[src/rtl/cp0_regs.sv]
// cp0_regs: architectural CP0 register bank (BadVAddr, Count, Compare, Status, Cause, EPC).
// Applies MTC0 writes, exception entry and ERET, runs the Count timer and raises the timer
// interrupt. Snapshot packing on o_cp0_reg (MSB to LSB):
//   [191:160] BadVAddr, [159:128] Count, [127:96] Compare, [95:64] Status, [63:32] Cause,
//   [31:0] EPC.
module cp0_regs #(
  parameter logic [31:0] EXC_VECTOR   = 32'hBFC0_0380,
  parameter logic [31:0] STATUS_WMASK = 32'h0000_FF03,
  parameter logic [31:0] CAUSE_WMASK  = 32'h0000_0300
) (
  input  logic         i_clk,
  input  logic         i_reset,
  input  logic [7:0]   i_write_regsel,
  input  logic [31:0]  i_write_data,
  input  logic         i_exc_valid,
  input  logic [4:0]   i_exc_code,
  input  logic [31:0]  i_exc_pc,
  input  logic         i_exc_bd,
  input  logic         i_exc_bva_vld,
  input  logic [31:0]  i_exc_bva,
  input  logic         i_eret,
  input  logic [5:0]   i_ext_int,
  output logic [191:0] o_cp0_reg,
  output logic         o_int_pending,
  output logic         o_redirect,
  output logic [31:0]  o_redirect_pc
);

  // {rd, sel} encodings of the implemented registers
  localparam logic [7:0] SEL_BADVADDR = 8'h40;
  localparam logic [7:0] SEL_COUNT    = 8'h48;
  localparam logic [7:0] SEL_COMPARE  = 8'h58;
  localparam logic [7:0] SEL_STATUS   = 8'h60;
  localparam logic [7:0] SEL_CAUSE    = 8'h68;
  localparam logic [7:0] SEL_EPC      = 8'h70;

  localparam logic [31:0] STATUS_RESET = 32'h0040_0000;

  // Field positions
  localparam int unsigned STATUS_IE  = 0;
  localparam int unsigned STATUS_EXL = 1;
  localparam int unsigned CAUSE_BD   = 31;
  localparam int unsigned CAUSE_TI   = 30;

  // Architectural state
  logic [31:0] r_badvaddr;
  logic [31:0] r_count;
  logic [31:0] r_compare;
  logic [31:0] r_status;
  logic [31:0] r_cause;
  logic [31:0] r_epc;
  logic        r_tick;
  logic        r_cmp_eq;

  // Next-state values
  logic [31:0] w_badvaddr_d;
  logic [31:0] w_count_d;
  logic [31:0] w_compare_d;
  logic [31:0] w_status_d;
  logic [31:0] w_cause_d;
  logic [31:0] w_epc_d;
  logic        w_tick_d;

  // Decoded MTC0 strobes
  logic        w_wr_allowed;
  logic        w_wr_count;
  logic        w_wr_compare;
  logic        w_wr_status;
  logic        w_wr_cause;
  logic        w_wr_epc;

  logic        w_exl;
  logic        w_cmp_eq;
  logic        w_ti_set;

  assign w_exl = r_status[STATUS_EXL];

  // Decode MTC0 target; an exception in the same cycle drops every MTC0 write
  always_comb begin
    w_wr_allowed = ~i_exc_valid;
    w_wr_count   = w_wr_allowed && (i_write_regsel == SEL_COUNT);
    w_wr_compare = w_wr_allowed && (i_write_regsel == SEL_COMPARE);
    w_wr_status  = w_wr_allowed && (i_write_regsel == SEL_STATUS);
    w_wr_cause   = w_wr_allowed && (i_write_regsel == SEL_CAUSE);
    w_wr_epc     = w_wr_allowed && (i_write_regsel == SEL_EPC);
  end

  // Timer match; only a newly reached match sets TI, so the reset-time
  // Count == Compare == 0 does not raise a spurious timer interrupt
  always_comb begin
    w_cmp_eq = (r_count == r_compare);
    w_ti_set = w_cmp_eq & ~r_cmp_eq;
  end

  // BadVAddr: read-only to MTC0, loaded only by address-error exceptions
  always_comb begin
    w_badvaddr_d = r_badvaddr;
    if (i_exc_valid && i_exc_bva_vld) begin
      w_badvaddr_d = i_exc_bva;
    end
  end

  // Count: increments on every other cycle; MTC0 load restarts the half-rate phase
  always_comb begin
    w_tick_d  = ~r_tick;
    w_count_d = r_tick ? (r_count + 32'd1) : r_count;
    if (w_wr_count) begin
      w_tick_d  = 1'b0;
      w_count_d = i_write_data;
    end
  end

  // Compare: plain MTC0-writable register
  always_comb begin
    w_compare_d = r_compare;
    if (w_wr_compare) begin
      w_compare_d = i_write_data;
    end
  end

  // Status: masked MTC0 write, then EXL set by exception or cleared by ERET
  always_comb begin
    w_status_d = r_status;
    if (w_wr_status) begin
      w_status_d = (r_status & ~STATUS_WMASK) | (i_write_data & STATUS_WMASK);
    end
    if (i_exc_valid) begin
      w_status_d[STATUS_EXL] = 1'b1;
    end else if (i_eret) begin
      w_status_d[STATUS_EXL] = 1'b0;
    end
  end

  // Cause: software IP via MTC0, TI set/clear, hardware IP sampling, exception fields
  always_comb begin
    w_cause_d = r_cause;
    if (w_wr_cause) begin
      w_cause_d = (r_cause & ~CAUSE_WMASK) | (i_write_data & CAUSE_WMASK);
    end
    // Writing Compare acknowledges the timer and beats a same-cycle match
    if (w_wr_compare) begin
      w_cause_d[CAUSE_TI] = 1'b0;
    end else if (w_ti_set) begin
      w_cause_d[CAUSE_TI] = 1'b1;
    end
    w_cause_d[15:10] = {i_ext_int[5] | r_cause[CAUSE_TI], i_ext_int[4:0]};
    if (i_exc_valid) begin
      w_cause_d[6:2] = i_exc_code;
      if (!w_exl) begin
        w_cause_d[CAUSE_BD] = i_exc_bd;
      end
    end
  end

  // EPC: MTC0 write, overwritten by exception entry unless already at exception level
  always_comb begin
    w_epc_d = r_epc;
    if (w_wr_epc) begin
      w_epc_d = i_write_data;
    end
    if (i_exc_valid && !w_exl) begin
      w_epc_d = i_exc_bd ? (i_exc_pc - 32'd4) : i_exc_pc;
    end
  end

  // Register update; synchronous reset overrides everything in the same cycle
  always_ff @(posedge i_clk) begin
    if (i_reset) begin
      r_badvaddr <= 32'h0;
      r_count    <= 32'h0;
      r_compare  <= 32'h0;
      r_status   <= STATUS_RESET;
      r_cause    <= 32'h0;
      r_epc      <= 32'h0;
      r_tick     <= 1'b0;
      r_cmp_eq   <= 1'b1;
    end else begin
      r_badvaddr <= w_badvaddr_d;
      r_count    <= w_count_d;
      r_compare  <= w_compare_d;
      r_status   <= w_status_d;
      r_cause    <= w_cause_d;
      r_epc      <= w_epc_d;
      r_tick     <= w_tick_d;
      r_cmp_eq   <= w_cmp_eq;
    end
  end

  // Outputs: snapshot and interrupt from registered state, redirect from this cycle's commit
  always_comb begin
    o_cp0_reg     = {r_badvaddr, r_count, r_compare, r_status, r_cause, r_epc};
    o_int_pending = r_status[STATUS_IE] & ~r_status[STATUS_EXL] &
                    (|(r_cause[15:8] & r_status[15:8]));
    o_redirect    = i_exc_valid | i_eret;
    o_redirect_pc = i_exc_valid ? EXC_VECTOR : r_epc;
  end

endmodule
[config.mk]
export PLATFORM = sky130hd
export DESIGN_NAME = cp0_regs
export DESIGN_NICKNAME = d
export VERILOG_FILES = /design/src/rtl/cp0_regs.sv
export SDC_FILE = /design/constraint.sdc
export NUM_CORES = 1
export LEC_CHECK = 0
export CAP_MARGIN = 10
export CORE_MARGIN = 3
export CORE_UTILIZATION = 42
export CTS_CLUSTER_SIZE = 24
export DETAILED_ROUTE_END_ITERATION = 12
export GPL_TIMING_DRIVEN = 0
export PLACE_DENSITY = 0.81
export SETUP_SLACK_MARGIN = 0.4
export SYNTH_ARGS = -nofsm -noshare
export SYNTH_HDL_FRONTEND = slang
export SYNTH_SLANG_ARGS = --single-unit
[constraint.sdc]
create_clock -name i_clk -period 2.94 [get_ports i_clk]
set_input_delay 0.735 -clock i_clk [delete_from_list [all_inputs] [get_ports i_clk]]
set_output_delay 0.735 -clock i_clk [all_outputs]
set_load 0.01 [all_outputs]
==> run_results.csv <==
group,metric,value,unit
timing,finalCritPeriodShare,84.8,%
synthesis,synth_flop_cell,"dfxtp_1",
timing,maxSlewHeadroom,50.6,%
route,first_iter_violations,574,
power_and_ir_drop,p_sw,1.46,mW
layout,ff_latch_area,3100,um^2
critical_path,cp.required,2200,ps
global_route,gr-usage-all-layers,28.0,%
die,ioPinCount,347,
critical_path,cp_top_family,"buffers and inverters",
route,vias,8150,
global_route,grt_max_degree,18,
route,viasPerCell,5.29,
synthesis,synth_cells,941,
critical_path,worstRegToRegCells,7,
global_route,grt_pass1_wl,43200,um
critical_path,crit_chain,"buf_4 -> clkbuf_8 -> nor2b_1 -> clkdlybuf4s50_1",
clock_tree,clock-sinks,155,
synthesis,synth_cell_types,55,
synthesis,synthSimpleGateAreaFrac,25.6,%
global_route,gr-total-overflow,0,
clock_tree,root_buffer,"clkbuf_16",
die,start_util,43.8,%
power_and_ir_drop,p_seq_share,41.4,%
critical_path,path_max_fanout,10,
power_and_ir_drop,vdd_drop_max,408,uV
power_and_ir_drop,p_clk_share,43.1,%
clock_tree,worstSkewPairLatency,430,ps
clock_tree,clk_pin_slew,70,ps
critical_path,crit_type,"input port to output port",
job,maxCapViolCount,0,
timing,worst_pin_slew,742,ps
critical_path,r2r_setup_slack,730,ps
power_and_ir_drop,combPwrFrac,15.5,%
critical_path,r2r_start,"r_count[12]",
power_and_ir_drop,powerDensity,452,nW/um^2
power_and_ir_drop,internal_power,3.92,mW
timing,clock.fmax,0.401,GHz
route,drt_pass1_iterations,5,
global_route,antenna_found_initial,0,
timing,fin_crit,2490,ps
layout,multi_input_area,4240,um^2
synthesis,ys_seq_area_share,40.2,%
synthesis,netlist_area,7730,um^2
route,wire_per_inst,19.4,um
power_and_ir_drop,p_total,5.38,mW
route,drcViolationCount,0,
synthesis,synth_xor_area_share,10.2,%
critical_path,slowest_stage,"clkdlybuf4s50_1",
layout,n_fill_cell,1484,
timing,setup_viol,0,
clock_tree,numCtsBuffers,17,
clock_tree,cts_tree,"built",
route,antenna_left,0,
clock_tree,htree_levels,4,
synthesis,synth_edf_count,0,
critical_path,worstSetupStartpoint,"i_exc_valid",
synthesis,synth-seq-cells,155,
power_and_ir_drop,leakagePower,4.41,nW
route,wl,29900,um
die,die_area,20100,um^2
placement,port_buffers,304,
critical_path,r2r-end,"r_count[27]",
power_and_ir_drop,p_sw_share,27.2,%
synthesis,synthAdderAreaFrac,0.324,%
placement,dp_hpwl,23400,um
critical_path,critPathMaxStageDelay,580,ps
timing,finalHoldViolCount,0,
timing,rsz0062_at_grt,"yes",
status,outcome,"completed",
layout,diodes,0,
critical_path,cp.depth,4,
die,rows,48,
layout,nets,1426,
die,dieWidth,142,um
synthesis,yosys_warnings,0,
die,core-area,17700,um^2
critical_path,startpoint_type,"input port",
synthesis,synthArstFlopShare,0,%
critical_path,cp-endpoint,"o_redirect_pc[17]",
layout,area_growth,54.3,%
synthesis,synth_top_family_by_area,"simple AND/OR/NAND/NOR gates",
timing,slew_viol_final,0,
synthesis,syn_area_per_cell,8.21,um^2
timing,finalClockSkew,9.82,ps
critical_path,end_kind,"output port",
synthesis,synth.area.mux_share,3.82,%
die,die_h,142,um
min_path,hp-class,"flop to flop",
layout,drive_gt1_share,9.73,%
global_route,grt_pass1_vias,7558,
critical_path,crit_arrival,1760,ps
clock_tree,clockBufferDepth,2,
layout,fin_util,67.5,%
synthesis,synth-compound-area-share,12.5,%
placement,place.gp.congestion,0.973,
critical_path,cp.buffers_inverters,3,
[cell usage in the layout (no fill, tap or decap), drive strengths merged, types with 4 or more instances in the layout]
master / n
nor2b: 27
clkdlybuf4s15: 9
a22oi: 8
nor4: 16
a311oi: 5
inv: 17
or2: 13
a21oi: 81
a221oi: 5
clkdlybuf4s50: 289
o21ai: 13
dfxtp: 155
clkbuf: 67
dlygate4sd2: 5
xnor2: 64
nor3: 16
conb: 39
nand3: 18
nand4b: 4
nand2: 169
nor2: 77
mux2i: 19
xor2: 26
buf: 51
a211oi: 36
and3: 9
mux2: 8
nand4: 28
or3: 9
[final cells by class]
cell class / count / share of cell area, %
Multi-Input combinational cell: 718 / 35.6
Clock inverter: 15 / 1.63
Tap cell: 225 / 2.36
Clock buffer: 17 / 3.57
Timing Repair Buffer: 306 / 25.6
Buffer: 99 / 5.03
Sequential cell: 155 / 26.0
Inverter: 6 / 0.189
[routing by layer]
| metal | wire, um | GRT usage (%) | vias to the layer above |
|---|---|---|---|
| met3 | 2190 | 4.01 | 48 |
| li1 | - | - | 3894 |
| met1 | 12400 | 37.3 | 3801 |
| met5 | 0 | 0 | - |
| met4 | 772 | 9.60 | 0 |
| met2 | 14500 | 46.7 | 407 |
[tightest hold or removal path: stages (launching register included)]
cell	delay [ps]
dfxtp_1	310
nand2_1	50
a21oi_1	50
[power groups by stage]
stage | Combinational [mW] | Clock, mW | Sequential, mW
after detailed placement | 0.817 | 0 | 2.27
final | 0.836 | 2.32 | 2.23
after global placement | 0.809 | 0 | 2.27
after floorplan | 0.309 | 0 | 2.29
after CTS | 0.824 | 2.33 | 2.23
after global routing | 0.890 | 2.42 | 2.24
[Yosys cell counts, drive strengths merged, types with 13 or more instances]
library cell | n | area share (%)
a211oi | 36 | 3.5
a21oi | 81 | 5.2
buf | 49 | 4.6
clkbuf | 50 | 2.4
dfxtp | 155 | 40
mux2i | 19 | 2.5
nand2 | 169 | 8.2
nand3 | 18 | 1.2
nand4 | 28 | 2.6
nor2 | 77 | 3.8
nor2b | 27 | 2.2
nor3 | 16 | 1.1
nor4 | 16 | 1.5
o21ai | 13 | 0.84
or2 | 13 | 1.1
xnor2 | 64 | 7.3
xor2 | 26 | 2.9
[sequential cells by signal, indices dropped and copies added, names as in the netlist]
| signal | cells |
|---|---|
| r_status | 10 |
| r_count | 32 |
| r_compare | 32 |
| r_badvaddr | 32 |
| r_epc | 32 |
| r_tick | 1 |
| r_cmp_eq | 1 |
| r_cause | 15 |
[what timing repair did]
item / in CTS / in global routing
endpoints found under the setup margin: 41 / 61
hold buffers: 0 / 0
gates resized for setup: 37 / 13
pin swaps: 1 / 0
buffers inserted: 2 / 0
[worst min-delay path by stage]
stage                   startpoint             end  slack [ps]  cells after the start
floorplan                 r_cmp_eq     r_cause[30]         470                      2
global placement    r_badvaddr[23]  r_badvaddr[23]         440                      2
detailed placement   r_badvaddr[9]   r_badvaddr[9]         450                      2
CTS                  r_badvaddr[9]   r_badvaddr[9]         460                      2
global route        r_badvaddr[22]  r_badvaddr[22]         480                      2
finish               r_badvaddr[3]   r_badvaddr[3]         460                      2
[metrics by stage]
stage / TNS, ps / setup WS, ps / hold slack [ps] / cells / instance area, um^2
detailed placement: -7410 / -672 / 446 / 1507 / 11200
floorplan: 0 / 491 / 469 / 978 / 7870
global placement: -6390 / -647 / 441 / 1507 / 11200
CTS: 0 / 374 / 456 / 1541 / 11900
global route: 0 / 360 / 476 / 1541 / 11900
finish: 0 / 446 / 456 / 1541 / 11900
[cells by family (layout without fill, tap and decap cells)]
| group | Yosys count | count (layout) |
|---|---|---|
| muxes | 27 | 27 |
| buffers and inverters | 105 | 443 |
| and+or+nand+nor | 402 | 402 |
| adders and majority gates | 2 | 2 |
| AOI/OAI and AO/OA | 158 | 158 |
| other | 2 | 39 |
| DFF | 155 | 155 |
| xor gates and xnor gates | 90 | 90 |
Power figures use the tool's default switching activity.
